### config.mk
export PLATFORM = sky130hd
export DESIGN_NAME = life_frame_reader
export DESIGN_NICKNAME = d
export VERILOG_FILES = /design/src/rtl/life_frame_reader.sv
export SDC_FILE = /design/constraint.sdc
export NUM_CORES = 1
export LEC_CHECK = 0
export CORE_ASPECT_RATIO = 1.5
export CORE_UTILIZATION = 40
export CTS_BUF_LIST = sky130_fd_sc_hd__clkbuf_4
export DETAILED_ROUTE_END_ITERATION = 16
export GPL_TIMING_DRIVEN = 0
export PLACE_DENSITY = 0.66
export SLEW_MARGIN = 10
export SYNTH_ARGS = -nofsm -noshare
export SYNTH_HDL_FRONTEND = slang
export SYNTH_SLANG_ARGS = --single-unit
### constraint.sdc
create_clock -name clk -period 5.3 [get_ports clk]
set_clock_uncertainty 0.15 [all_clocks]
set_input_delay 1.325 -clock clk [delete_from_list [all_inputs] [get_ports clk]]
set_output_delay 1.325 -clock clk [all_outputs]
set_load 0.05 [all_outputs]
### src/rtl/life_frame_reader.sv
// life_frame_reader: snapshots the Game-of-Life grid and streams it out one row per valid/ready beat.
// Define LIFE_FRAME_POPCOUNT_EN to build the per-frame live-cell counter driving pop/pop_valid.
module life_frame_reader #(
    parameter int N   = 23,
    parameter int FCW = 16,
    parameter int PW  = 10
) (
    input  logic             clk,
    input  logic             nrst,
    input  logic [N*N-1:0]   cells,
    input  logic             snap_req,
    output logic             busy,
    output logic [N-1:0]     out_row,
    output logic             out_valid,
    input  logic             out_ready,
    output logic             out_sof,
    output logic             out_eof,
    output logic [FCW-1:0]   frame_cnt,
    output logic             overrun,
    output logic [PW-1:0]    pop,
    output logic             pop_valid
);
    localparam int IW = (N > 1) ? $clog2(N) : 1;
    localparam logic [IW-1:0] LAST = IW'(N - 1);

    typedef enum logic {IDLE, SEND} state_t;

    state_t           r_state;
    logic [N*N-1:0]   r_snap;
    logic [IW-1:0]    r_idx;
    logic [N-1:0]     r_row;
    logic             r_sof;
    logic             r_eof;
    logic [FCW-1:0]   r_frame_cnt;
    logic             r_overrun;

    logic             w_accept;
    logic             w_last;
    logic [IW-1:0]    w_nxt;

    assign w_accept = (r_state == SEND) && out_ready;
    assign w_last   = w_accept && (r_idx == LAST);
    assign w_nxt    = r_idx + 1'b1;

    always_ff @(posedge clk) begin
        if (!nrst) begin
            r_state     <= IDLE;
            r_snap      <= '0;
            r_idx       <= '0;
            r_row       <= '0;
            r_sof       <= 1'b0;
            r_eof       <= 1'b0;
            r_frame_cnt <= '0;
            r_overrun   <= 1'b0;
        end else begin
            if (snap_req && r_state == SEND)
                r_overrun <= 1'b1;
            if (r_state == IDLE && snap_req) begin
                r_snap  <= cells;
                r_idx   <= '0;
                r_row   <= cells[N-1:0];
                r_sof   <= 1'b1;
                r_eof   <= (N == 1);
                r_state <= SEND;
            end else if (w_last) begin
                r_state     <= IDLE;
                r_idx       <= '0;
                r_sof       <= 1'b0;
                r_eof       <= 1'b0;
                r_frame_cnt <= r_frame_cnt + 1'b1;
            end else if (w_accept) begin
                // Preload the next row so out_row never depends on out_ready combinationally
                r_idx <= w_nxt;
                r_row <= r_snap[int'(w_nxt)*N +: N];
                r_sof <= 1'b0;
                r_eof <= (w_nxt == LAST);
            end
        end
    end

    assign busy      = (r_state == SEND);
    assign out_valid = (r_state == SEND);
    assign out_row   = r_row;
    assign out_sof   = r_sof;
    assign out_eof   = r_eof;
    assign frame_cnt = r_frame_cnt;
    assign overrun   = r_overrun;

`ifdef LIFE_FRAME_POPCOUNT_EN
    logic [PW-1:0] r_acc;
    logic [PW-1:0] r_pop;
    logic          r_pop_valid;
    logic [PW-1:0] w_row_pop;
    logic [PW-1:0] w_sum;

    always_comb begin
        w_row_pop = '0;
        for (int i = 0; i < N; i++)
            w_row_pop = w_row_pop + PW'(r_row[i]);
    end

    // Row 0 restarts the running total so a previously abandoned frame never leaks in
    assign w_sum = (r_sof ? '0 : r_acc) + w_row_pop;

    always_ff @(posedge clk) begin
        if (!nrst) begin
            r_acc       <= '0;
            r_pop       <= '0;
            r_pop_valid <= 1'b0;
        end else begin
            r_pop_valid <= w_last;
            if (w_accept)
                r_acc <= w_sum;
            if (w_last)
                r_pop <= w_sum;
        end
    end

    assign pop       = r_pop;
    assign pop_valid = r_pop_valid;
`else
    assign pop       = '0;
    assign pop_valid = 1'b0;
`endif
endmodule

## Yosys cells after proc, flatten, opt, wreduce, memory -nomap -nowiden

Index checks and enable logic that the tools add are counted.

| word-level totals | value |
|---|---|
| output and inout port bits | 55 |
| input bits | 533 |
| flip-flop bits (word level) | 577 |
| word-level logic and storage cells | 36 |

| cells by class | value |
|---|---|
| equality and inequality tests | 3 |
| mux-type cells | 8 |
| reduce and logical (&&, ||, !) cells | 10 |
| add/sub/neg operators | 2 |
| bitwise logic cells | 3 |
| $mul | 1 |
| shift operators | 1 |

Operator list:

| cell | number |
|---|---|
| 529-bit by 11-bit variable part select with 23-bit output | 1 |
| 23-bit two-way mux | 3 |
| 16-bit by 1-bit adder with 16-bit output (second input constant) | 1 |
| 5-bit == test (second input constant) | 2 |
| 5-bit by 5-bit multiplier with 10-bit output (second input constant) | 1 |
| 5-bit by 1-bit adder with 5-bit output (second input constant) | 1 |
| 1-bit two-way mux | 5 |
| 1-bit logical AND | 4 |
| 2-bit AND reduction | 2 |
| 2-bit nonzero test | 2 |
| 1-bit NOT | 3 |
| 3-bit nonzero test | 1 |
| 3-bit OR reduction | 1 |
| 2-bit by 1-bit != test with 1-bit output (second input constant) | 1 |

## Depth between registers and ports, before layout

| depth | value |
|---|---|
| depth after elaboration | 6 |
| gate-level depth with buffers | 13 |
| mapped depth without buffers | 7 |

## Worst setup path after synthesis

Ideal clock, no wire load.

| path | value |
|---|---|
| path type | register to register |
| start point | register r_idx[0] |
| end point | register r_row[12], in the netlist out_row[12] |
| library setup time | 121 ps |
| data arrival time | 2,446 ps |
| slack | 2,582 ps |
| buffers on the path | 5 |
| period minus slack after synthesis | 2,718 ps |
| stages on the path, launching flop included | 12 |
| required time | 5,029 ps |
| cell sequence | dfxtp_1 -> buf_4 -> buf_6 -> inv_2 -> clkbuf_1 -> ha_1 -> buf_2 -> buf_2 -> mux2_2 -> a221o_1 -> a32oi_1 -> a21oi_2 |

| between the ends | value |
|---|---|
| word-level cells in the longest chain between the ends | 6 |
| elaborated cells between the ends (all ways) | 10 |
| those cells by class | 1 x add/sub; 1 x mul; 2 x eq/ne; 1 x shift; 3 x mux; 2 x reduce/logical |

RTL lines:

| element | RTL line | source |
|---|---|---|
| start, declared | 30 | `logic [IW-1:0] r_idx;` |
| start signal, assigned | 73 | `r_idx <= w_nxt;` |
| 5-bit by 1-bit adder with 5-bit output | 43 | `assign w_nxt = r_idx + 1'b1;` |
| net w_nxt[0] | 39 | `logic [IW-1:0] w_nxt;` |
| 5-bit by 5-bit multiplier with 10-bit output | 74 | `r_row <= r_snap[int'(w_nxt)*N +: N];` |
| 529-bit by 11-bit variable part select with 23-bit output | 74 |  |
| 23-bit two-way mux | 71 | `end else if (w_accept) begin` |
| 23-bit two-way mux | 65 | `end else if (w_last) begin` |
| 23-bit two-way mux | 58 | `if (r_state == IDLE && snap_req) begin` |
| end signal, assigned | 61 | `r_row <= cells[N-1:0];` |
| end signal, assigned | 74 |  |
| end, declared | 31 | `logic [N-1:0] r_row;` |

The timed path passes the listed nets, and every way through them passes these cells. The select of a mux whose other input is x is not followed.
A chain may end at the register's enable or synchronous reset.

## Final worst setup path

| path | value |
|---|---|
| start point | register r_idx[0] |
| end point | register r_row[3], in the netlist out_row[3] |

Same word-level chain as after synthesis.

==> results.sh <==
export IMPL_status="complete, no violations"
export IMPL_setup_viol=0
export IMPL_grt_pass1_vias=25400
export IMPL_reg2reg_to="out_row[3]"
export IMPL_cts_buffers_inserted=145
export IMPL_netlist_top_cells_count="nand2_1, dfxtp_1, a21boi_0, clkbuf_1, buf_2"
export IMPL_cts_tree="done"
export IMPL_grt_usage_pct=32.1
export IMPL_cts_root_buf="clkbuf_4"
export IMPL_yosys_area_top_type="dfxtp_1"
export IMPL_rsz0062_at_grt="false"
export IMPL_layout_nets=4414
export IMPL_synth_area_sq_um=26200
export IMPL_post_cts_buffers=0
export IMPL_rr_startpoint="r_idx[0]"
export IMPL_swShare_pct=28.7
export IMPL_arrival_ns=4.82
export IMPL_vdd_ir_drop_max_uv=162
export IMPL_fin_crit_sh_pct=78.7
export IMPL_dp_slack_ns=1.04
export IMPL_num_vias=25400
export IMPL_placed_cell_area_sq_um=33100
export IMPL_first_pass_iters=5
export IMPL_fp_dieW_microns=211
export IMPL_cap_violations=0
export IMPL_p_seq_share_pct=46.6
export IMPL_dieHeight_microns=315
export IMPL_synthCells=3145
export IMPL_leakage_uw=0.0128
export IMPL_drc=0
export IMPL_synth_most_common_cell="nand2_1"
export IMPL_crit_path_end_kind="flip-flop"
export IMPL_synthFlopType="dfxtp_1"
export IMPL_endpoint="out_row[3]"
export IMPL_ys_top_cells_by_area="dfxtp_1, nand2_1, a21boi_0"
export IMPL_ys_warn_count=0
export IMPL_drtAntennaViolNets=0
export IMPL_cts_hold_buf=0
export IMPL_fmax_ghz=0.240
export IMPL_worst_setup_path_type="flip-flop to flip-flop"
export IMPL_dp_hpwl_mm=86.4
export IMPL_p_switching_uw=2910
export IMPL_hold_viol_final=0
export IMPL_power_uw=10200
export IMPL_drt_iter0_drc=1909
export IMPL_synth_avg_cell_area_sq_um=8.33
export IMPL_max_clock_path_buffers=3
export IMPL_placed_cells=4600
export IMPL_antenna_found_initial=19
export IMPL_reg2reg_setup_slack_ns=1.13
export IMPL_synth_top_area_share_pct=44.1
export IMPL_final_setup_worst_slack_ns=1.13
export IMPL_fin_crit_ns=4.17
export IMPL_maxSlewHeadroom_pct=36.3
export IMPL_worstPathRequired_ns=5.95
export IMPL_wirelength_mm=109
export IMPL_gp_congestion=0.959
export IMPL_port_buffer_count=575
export IMPL_setup_tns_ns=0
export IMPL_clk_insertion_delay_late_ns=0.94
export IMPL_hold_path_class="flip-flop to flip-flop"
export IMPL_ys_types=59
export IMPL_setup_worst_path_start="r_idx[0]"
export IMPL_cp_max_fo=10
export IMPL_worst_setup_path_start_kind="flip-flop"
export IMPL_die_area_sq_um=66500
export IMPL_stdcell_count=4861
export IMPL_clk_pin_slew_ns=0.07
export IMPL_htree_levels=4
export IMPL_synthArstFlopShare_pct=0
export IMPL_powerDensity_nw_per_um2=291
export IMPL_core_area_sq_um=64600
export IMPL_grt_overflow_total=0
export IMPL_drive_above_1_share_pct=11.9
export IMPL_tightest_slew_ns=0.948
export IMPL_internal_power_uw=7240
export IMPL_rows=114
export IMPL_initial_core_util_pct=40.5
export IMPL_cts_sinks=577
export IMPL_area_growth_pct=33.3
export IMPL_grt_max_degree=17
export IMPL_ios=588
export IMPL_wl_per_cell_microns=22.4
export IMPL_power_frac_clock_pct=37.4
export IMPL_final_area_sq_um=34900
export IMPL_combPwrFrac_pct=16.0
export IMPL_synth_edf_count=0
export IMPL_grt_pass1_wl_mm=155
export IMPL_fill_cells=6386
export IMPL_vias_per_cell=5.22
export IMPL_ctsResizeCount=0
export IMPL_synth_seq_cells=577
export IMPL_maxSlewViolCount=0
export IMPL_reg2reg_depth=12
export IMPL_ys_seq_area_share_pct=44.1
## critical path: stages (launching register included)
cell and delay (ns):
dfxtp_1 0.36, buf_4 0.20, buf_6 0.25, inv_2 0.11
clkbuf_1 0.25, ha_1 0.35, buf_2 0.22, buf_2 0.41
buf_2 0.40, mux2i_1 0.62, o211ai_1 0.15, a32oi_1 0.48
a21oi_2 0.09
## metal layers
metal  wire (microns)  track usage (%)
met1            40900             35.7
met2            53900             56.4
met3             7240             5.99
met4             6580             19.4
met5               69                0
## cell type report
cell class,count,area (sq um),share of cell area [%]
Buffer,277,1310,3.75
Clock inverter,37,229,0.656
Timing Repair Buffer,575,5760,16.5
Antenna cell,14,35.0,0.100
Clock buffer,210,1580,4.52
Multi-Input combinational cell,2294,13300,38.2
Sequential cell,577,11600,33.1
Inverter,7,26.3,0.0753
Tap cell,870,1090,3.12
## sequential cells by signal (all words and copies together), names as in the netlist
signal / flops
r_snap: 529
out_row: 23
frame_cnt: 16
r_idx: 5
busy: 1
out_eof: 1
out_sof: 1
overrun: 1
## cell usage in the layout (no fill, tap or decap), types with 6 or more instances in the layout
cell	n
a21oi_1	6
xor2_1	6
clkbuf_1	156
and2_1	12
or3_1	6
diode_2	14
a21oi_2	20
mux4_2	49
conb_1	11
o221ai_2	20
mux2i_1	54
buf_6	8
a21boi_0	530
nand3_1	58
nor2_1	9
dfxtp_1	577
a32oi_1	67
buf_4	24
clkbuf_4	210
buf_2	87
nand4_1	25
xnor2_1	9
clkinv_1	20
clkdlybuf4s50_1	575
mux2_2	13
a221o_1	13
o211ai_1	11
inv_2	6
nand2_1	1318
## power by group through the flow
| stage | Clock, uW | Combinational, uW | Sequential (uW) |
|---|---|---|---|
| global placement | 0 | 1600 | 4820 |
| CTS | 3850 | 1610 | 4730 |
| detailed placement | 0 | 1610 | 4820 |
| floorplan | 0 | 714 | 4840 |
| global route | 4060 | 1720 | 4750 |
| finish | 3800 | 1620 | 4730 |
## stage by stage
step           utilization, %  hold WS [ns]
2_1_floorplan               -         0.290
3_3_place_gp             51.2         0.290
5_1_grt                  54.0         0.327
4_1_cts                  54.0         0.313
3_5_place_dp             51.2         0.304
6_report                 54.0         0.311
## kinds of logic after synthesis
| logic type | count (synthesis) | share of synthesized area, % |
|---|---|---|
| compound gates | 691 | 20.9 |
| xor+xnor | 16 | 0.564 |
| fa+ha+maj | 4 | 0.191 |
| buf+inv | 284 | 5.10 |
| flops | 577 | 44.1 |
| mux | 116 | 6.84 |
| other cells | 1 | 0.0143 |
| simple gates | 1456 | 22.3 |
## worst min-delay path by stage
stage                startpoint  slack [ns]  cells after the start           to
floorplan           r_snap[400]        0.29                      2  r_snap[400]
global placement        out_eof        0.29                      2      out_eof
detailed placement      out_eof        0.30                      2      out_eof
CTS                     out_eof        0.31                      2      out_eof
global route            out_eof        0.33                      2      out_eof
finish              r_snap[319]        0.31                      2  r_snap[319]
No activity file was read; power rests on OpenSTA's default activity.
